### src/rtl/fp_accel_pkg.sv
// Shared helpers for the accelerator result path: width derivations,
// tkeep generation and a parameter legality check.
package fp_accel_pkg;

  localparam int unsigned VEC_ID_WIDTH_DEF = 8;
  localparam int unsigned BUS_WIDTH_DEF    = 128;
  localparam int unsigned CNT_WIDTH_DEF    = 32;

  // Widest byte-enable vector the keep helper can produce (1024-bit bus).
  localparam int unsigned MAX_KEEP_W = 128;

  // One ID pair is {idA, idB}.
  function automatic int unsigned pair_width(input int unsigned vec_w);
    return 2 * vec_w;
  endfunction

  // Number of pair lanes in one output word.
  function automatic int unsigned lane_count(input int unsigned bus_w,
                                             input int unsigned vec_w);
    return bus_w / (2 * vec_w);
  endfunction

  // Pairs must be whole bytes and tile the bus exactly.
  function automatic bit params_legal(input int unsigned vec_w,
                                      input int unsigned bus_w);
    return (vec_w != 0) &&
           (((2 * vec_w) % 8) == 0) &&
           (bus_w >= 2 * vec_w) &&
           ((bus_w % (2 * vec_w)) == 0) &&
           ((bus_w / 8) <= MAX_KEEP_W);
  endfunction

  // Byte enables covering lanes 0..lane inclusive; lane 0 is the LSB.
  function automatic logic [MAX_KEEP_W-1:0] keep_mask(input int unsigned lane,
                                                      input int unsigned pair_bytes);
    logic [MAX_KEEP_W-1:0] ones;
    ones = '1;
    return ~(ones << ((lane + 1) * pair_bytes));
  endfunction

endpackage

### src/rtl/axis_word_reg.sv
// Single-entry stream register: holds one word with valid/ready semantics
// and accepts a new word in the same cycle the held one drains.
module axis_word_reg #(
  parameter int unsigned DATA_W = 128,
  parameter int unsigned KEEP_W = 16
) (
  input  logic              clk,
  input  logic              rst,
  input  logic              in_valid,
  output logic              in_ready_c,
  input  logic [DATA_W-1:0] in_data,
  input  logic [KEEP_W-1:0] in_keep,
  input  logic              in_last,
  output logic              out_valid,
  input  logic              out_ready,
  output logic [DATA_W-1:0] out_data,
  output logic [KEEP_W-1:0] out_keep,
  output logic              out_last
);

  // Free when empty or when the held word leaves this cycle.
  assign in_ready_c = !out_valid || out_ready;

  // Load on accept, otherwise hold until the consumer takes the word.
  always_ff @(posedge clk) begin
    if (rst) begin
      out_valid <= 1'b0;
      out_data  <= '0;
      out_keep  <= '0;
      out_last  <= 1'b0;
    end else if (in_valid && in_ready_c) begin
      out_valid <= 1'b1;
      out_data  <= in_data;
      out_keep  <= in_keep;
      out_last  <= in_last;
    end else if (out_ready) begin
      out_valid <= 1'b0;
    end
  end

endmodule

### src/rtl/id_pair_packer.sv
// Packs narrow ID-pair beats into full bus words, flushing a zero-padded
// partial word at frame end, and keeps per-frame pair/word counters.
module id_pair_packer
  import fp_accel_pkg::*;
#(
  parameter int unsigned VEC_ID_WIDTH = VEC_ID_WIDTH_DEF,
  parameter int unsigned BUS_WIDTH    = BUS_WIDTH_DEF,
  parameter int unsigned CNT_WIDTH    = CNT_WIDTH_DEF
) (
  input  logic                        ap_clk,
  input  logic                        ap_rst,
  input  logic [2*VEC_ID_WIDTH-1:0]   S_AXIS_ID_PAIR_tdata,
  input  logic                        S_AXIS_ID_PAIR_tvalid,
  input  logic                        S_AXIS_ID_PAIR_tlast,
  output logic                        S_AXIS_ID_PAIR_tready,
  output logic [BUS_WIDTH-1:0]        M_AXIS_DATA_tdata,
  output logic [BUS_WIDTH/8-1:0]      M_AXIS_DATA_tkeep,
  output logic                        M_AXIS_DATA_tvalid,
  output logic                        M_AXIS_DATA_tlast,
  input  logic                        M_AXIS_DATA_tready,
  output logic [CNT_WIDTH-1:0]        o_PairCount,
  output logic [CNT_WIDTH-1:0]        o_WordCount,
  output logic                        o_FrameDone
);

  localparam int unsigned PAIR_WIDTH = pair_width(VEC_ID_WIDTH);
  localparam int unsigned PAIR_BYTES = PAIR_WIDTH / 8;
  localparam int unsigned LANES      = lane_count(BUS_WIDTH, VEC_ID_WIDTH);
  localparam int unsigned KEEP_W     = BUS_WIDTH / 8;
  localparam int unsigned PTR_W      = (LANES > 1) ? $clog2(LANES) : 1;

  if (!params_legal(VEC_ID_WIDTH, BUS_WIDTH)) begin : g_bad_params
    $error("id_pair_packer: VEC_ID_WIDTH/BUS_WIDTH do not tile the bus in whole bytes");
  end

  logic [PTR_W-1:0]     ptr_q;
  logic [BUS_WIDTH-1:0] pack_q;
  logic                 pair_restart_q;
  logic                 word_restart_q;

  logic                 s_ready_c;
  logic                 s_accept_c;
  logic                 complete_c;
  logic                 m_hs_c;
  logic [BUS_WIDTH-1:0] word_c;
  logic [KEEP_W-1:0]    keep_c;

  function automatic logic [CNT_WIDTH-1:0] sat_inc(input logic [CNT_WIDTH-1:0] v);
    return (v == {CNT_WIDTH{1'b1}}) ? v : v + CNT_WIDTH'(1);
  endfunction

  assign S_AXIS_ID_PAIR_tready = s_ready_c;

  // Handshakes, completion and the candidate word with the incoming pair merged in.
  always_comb begin
    s_accept_c = S_AXIS_ID_PAIR_tvalid && s_ready_c;
    m_hs_c     = M_AXIS_DATA_tvalid && M_AXIS_DATA_tready;
    complete_c = s_accept_c &&
                 ((ptr_q == PTR_W'(LANES - 1)) || S_AXIS_ID_PAIR_tlast);
    word_c     = pack_q |
                 (BUS_WIDTH'(S_AXIS_ID_PAIR_tdata) << (32'(ptr_q) * PAIR_WIDTH));
    keep_c     = KEEP_W'(keep_mask(32'(ptr_q), PAIR_BYTES));
  end

  // Lane-filling pack register; cleared whenever a word is handed off.
  always_ff @(posedge ap_clk) begin
    if (ap_rst) begin
      ptr_q  <= '0;
      pack_q <= '0;
    end else if (s_accept_c) begin
      if (complete_c) begin
        ptr_q  <= '0;
        pack_q <= '0;
      end else begin
        ptr_q  <= ptr_q + PTR_W'(1);
        pack_q <= word_c;
      end
    end
  end

  axis_word_reg #(
    .DATA_W (BUS_WIDTH),
    .KEEP_W (KEEP_W)
  ) u_out_reg (
    .clk        (ap_clk),
    .rst        (ap_rst),
    .in_valid   (complete_c),
    .in_ready_c (s_ready_c),
    .in_data    (word_c),
    .in_keep    (keep_c),
    .in_last    (S_AXIS_ID_PAIR_tlast),
    .out_valid  (M_AXIS_DATA_tvalid),
    .out_ready  (M_AXIS_DATA_tready),
    .out_data   (M_AXIS_DATA_tdata),
    .out_keep   (M_AXIS_DATA_tkeep),
    .out_last   (M_AXIS_DATA_tlast)
  );

  // Status counters: totals hold after a frame and restart at the next
  // frame's first event, so they stay readable between frames.
  always_ff @(posedge ap_clk) begin
    if (ap_rst) begin
      o_PairCount    <= '0;
      o_WordCount    <= '0;
      o_FrameDone    <= 1'b0;
      pair_restart_q <= 1'b0;
      word_restart_q <= 1'b0;
    end else begin
      o_FrameDone <= m_hs_c && M_AXIS_DATA_tlast;
      if (s_accept_c) begin
        o_PairCount    <= pair_restart_q ? CNT_WIDTH'(1) : sat_inc(o_PairCount);
        pair_restart_q <= S_AXIS_ID_PAIR_tlast;
      end
      if (m_hs_c) begin
        o_WordCount    <= word_restart_q ? CNT_WIDTH'(1) : sat_inc(o_WordCount);
        word_restart_q <= M_AXIS_DATA_tlast;
      end
    end
  end

endmodule

### config.mk
export PLATFORM = sky130hd
export DESIGN_NAME = id_pair_packer
export DESIGN_NICKNAME = d
export VERILOG_FILES = /design/src/rtl/fp_accel_pkg.sv /design/src/rtl/axis_word_reg.sv /design/src/rtl/id_pair_packer.sv
export SDC_FILE = /design/constraint.sdc
export NUM_CORES = 1
export LEC_CHECK = 0
export CORE_MARGIN = 2
export CORE_UTILIZATION = 38
export DETAILED_ROUTE_END_ITERATION = 8
export SETUP_SLACK_MARGIN = 0.2
export SLEW_MARGIN = 20
export SYNTH_ARGS = -nofsm -noshare
export SYNTH_HDL_FRONTEND = slang
export SYNTH_SLANG_ARGS = --single-unit
### constraint.sdc
create_clock -name ap_clk -period 3.1 [get_ports ap_clk]
set_clock_uncertainty 0.2 [all_clocks]
set_input_delay 0.775 -clock ap_clk [delete_from_list [all_inputs] [get_ports ap_clk]]
set_output_delay 0.775 -clock ap_clk [all_outputs]
set_load 0.02 [all_outputs]
==> flow_metrics.env <==
export IMPL_finalHoldViolCount=0
export IMPL_die_area_um2=35400
export IMPL_layout_nets=1789
export IMPL_synth_seq_cells=336
export IMPL_synth_edf_count=0
export IMPL_drive_above_1_share=0.0860
export IMPL_synth_area_per_cell_um2=8.16
export IMPL_synthesis_instances=1579
export IMPL_clkLatencyLatePin_ns=0.53
export IMPL_synthFlopType="dfxtp_1"
export IMPL_core_um2=33400
export IMPL_power_leakage_nw=5.86
export IMPL_io_pins=233
export IMPL_clk_pin_slew_ns=0.05
export IMPL_clk_path_buf_depth=3
export IMPL_grt_antenna_before_repair=0
export IMPL_r2r_slack_ns=0.33
export IMPL_final_cell_mix="dfxtp_1 (335), a21oi_1 (305), clkdlybuf4s50_1 (230), nand2_1 (200), nor2_1 (179)"
export IMPL_utilization=0.508
export IMPL_dp_cells=2168
export IMPL_critPathKind="input pin to output port"
export IMPL_cts_sinks=336
export IMPL_rows=67
export IMPL_n_antenna_cell=0
export IMPL_wl_met1_um=17100
export IMPL_wl_met2_um=18000
export IMPL_initial_core_util=0.385
export IMPL_relSlewSlack=0.455
export IMPL_dp_hpwl_um=25200
export IMPL_rsz0062_at_grt="no"
export IMPL_wl_met3_um=2430
export IMPL_cts_root_buf="clkbuf_16"
export IMPL_cts_buffers=38
export IMPL_drt_iter0_drc=860
export IMPL_drc=0
export IMPL_vias=11900
export IMPL_grt_pass1_vias=11100
export IMPL_min_period_ns=2.82
export IMPL_p_per_area_nw_per_um2=568
export IMPL_syn_area_um2=12900
export IMPL_htree_levels=2
export IMPL_routed_wl_um=38300
export IMPL_port_buffer_count=232
export IMPL_fin_cells=2238
export IMPL_cts_tree="yes"
export IMPL_worstSetupEndpointType="output port"
export IMPL_startpoint_type="input pin"
export IMPL_hold_class="register to register"
export IMPL_crit_fanout=5
export IMPL_worstMarginPinSlew_ns=0.816
export IMPL_viasPerCell=5.31
export IMPL_drtAntennaViolNets=0
export IMPL_syn_to_final_growth_pct=31.8
export IMPL_gp_congestion=0.854
export IMPL_final_common_cell="dfxtp_1"
export IMPL_synth_seq_area_share=0.522
export IMPL_drv_slew=0
export IMPL_status="completed"
export IMPL_route_detailed_wl_per_inst_um=17.1
export IMPL_ir_worst_vdd_v=0.000340
export IMPL_grt_pass1_wl_um=60700
export IMPL_maxCapViolCount=0
export IMPL_cp_required_ns=2.12
export IMPL_synth_nets=1606
export IMPL_die_h_um=188
export IMPL_ys_warn_count=0
export IMPL_hold_buffers=0
export IMPL_grt_total_usage=0.212
export IMPL_synth_distinct_cells=62
export IMPL_tns_ns=0
export IMPL_firstDrtPassIters=5
export IMPL_finalCritPeriodShare=0.910
export IMPL_top_layer="met4"
export IMPL_setup_viol=0
export IMPL_worst_ep_arrival_time_ns=1.85
export IMPL_grt_overflow=0
export IMPL_fmax_ghz=0.355
export IMPL_die_x_um=188
export IMPL_async_reset_ff_frac=0
export IMPL_grt_max_degree=75
==> worst paths after layout <==
kind	start	end	cells past startpoint
worst max-delay path	M_AXIS_DATA_tready	S_AXIS_ID_PAIR_tready	3
worst min register to register	u_out_reg.out_data[67]$_SDFFE_PP0P_	u_out_reg.out_data[67]$_SDFFE_PP0P_	2
worst min-delay path	u_out_reg.out_data[67]$_SDFFE_PP0P_	u_out_reg.out_data[67]$_SDFFE_PP0P_	2
worst max register to register	o_PairCount[7]$_SDFFE_PP0P_	o_PairCount[15]$_SDFFE_PP0P_	7
==> synth_stat cells, drive strengths merged, types with 3 or more instances <==
master     n  area [µm²]
mux2i      8        80.1
nor2     180         676
nor3b      7        52.6
dfxtp    336        6730
nor4      12        90.1
a21oi    306        1540
a21o       3        22.5
and2      10        67.6
buf       26         174
a2bb2oi    4        35.0
or3        4        26.3
o31ai     12        90.1
nor2b      3        18.8
nand2    203         781
nand4     14         103
nand3b     4        30.0
clkbuf   119         468
inv        9        33.8
o21ai    170         851
or4       17         134
a31oi     20         125
or2        5        31.3
nor3      17        85.1
nand3     37         185
a211oi     3        27.5
and3      13        81.3
a22o       4        35.0
and4       7        62.6
ha         6        75.1
==> metal layers <==
| layer | track usage | vias up |
|---|---|---|
| met1 | 0.279 | 5624 |
| li1 | - | 5832 |
| met4 | 0.0515 | 0 |
| met2 | 0.356 | 376 |
| met5 | 0 | - |
| met3 | 0.0412 | 48 |
==> flip-flops by register name, summed over array words and instances (netlist names) <==
name / flops
o_FrameDone: 1
o_PairCount: 32
o_WordCount: 32
pack_q: 128
pair_restart_q: 1
ptr_q: 3
u_out_reg.out_data: 128
u_out_reg.out_keep: 8
u_out_reg.out_last: 1
u_out_reg.out_valid: 1
word_restart_q: 1
==> area by class of cell <==
class / count / area, µm²
Fill cell: 3177 / 16500
Sequential cell: 336 / 6730
Multi-Input combinational cell: 1088 / 5530
Timing Repair Buffer: 289 / 2840
Clock buffer: 49 / 1040
Tap cell: 448 / 561
Clock inverter: 19 / 248
Inverter: 9 / 33.8
==> where the power goes <==
group	leakage [nW]	total, W	switching [W]	internal [W]
combinational	2.51	0.000588	0.000380	0.000207
sequential	2.71	0.00443	0.0000563	0.00438
clock	0.634	0.00462	0.00181	0.00281
total	5.86	0.00964	0.00225	0.00739
==> worst max-delay path: stages <==
cell	delay, ns
clkdlybuf4s50_1	0.50
nand2b_1	0.22
dlygate4sd2_1	0.36
==> metrics by stage <==
stage	worst slack, ns	hold WS [ns]	area (µm²)	power, W
2_1_floorplan	0.411	0.238	12900	0.00485
3_3_place_gp	0.00224	0.237	15700	0.00511
3_5_place_dp	-0.0124	0.242	15700	0.00512
4_1_cts	0.282	0.256	17000	0.00975
5_1_grt	0.206	0.282	17000	0.00998
6_report	0.279	0.252	17000	0.00964
==> logic make-up (layout without fill, tap and decap cells) <==
kind of cell	after synthesis	after routing	share of synthesized area
buf+inv	155	366	0.0532
compound gates	532	532	0.218
simple gates	540	540	0.193
mux	10	10	0.00796
fa+ha+maj	6	6	0.00583
flops	336	336	0.522
==> what timing repair did <==
item	in CTS	in global routing
endpoints found under the setup margin	1	27
setup buffers	0	2
gates resized for setup	1	1
pin swaps	0	2
Note: power is estimated with default switching activity, not from simulation.
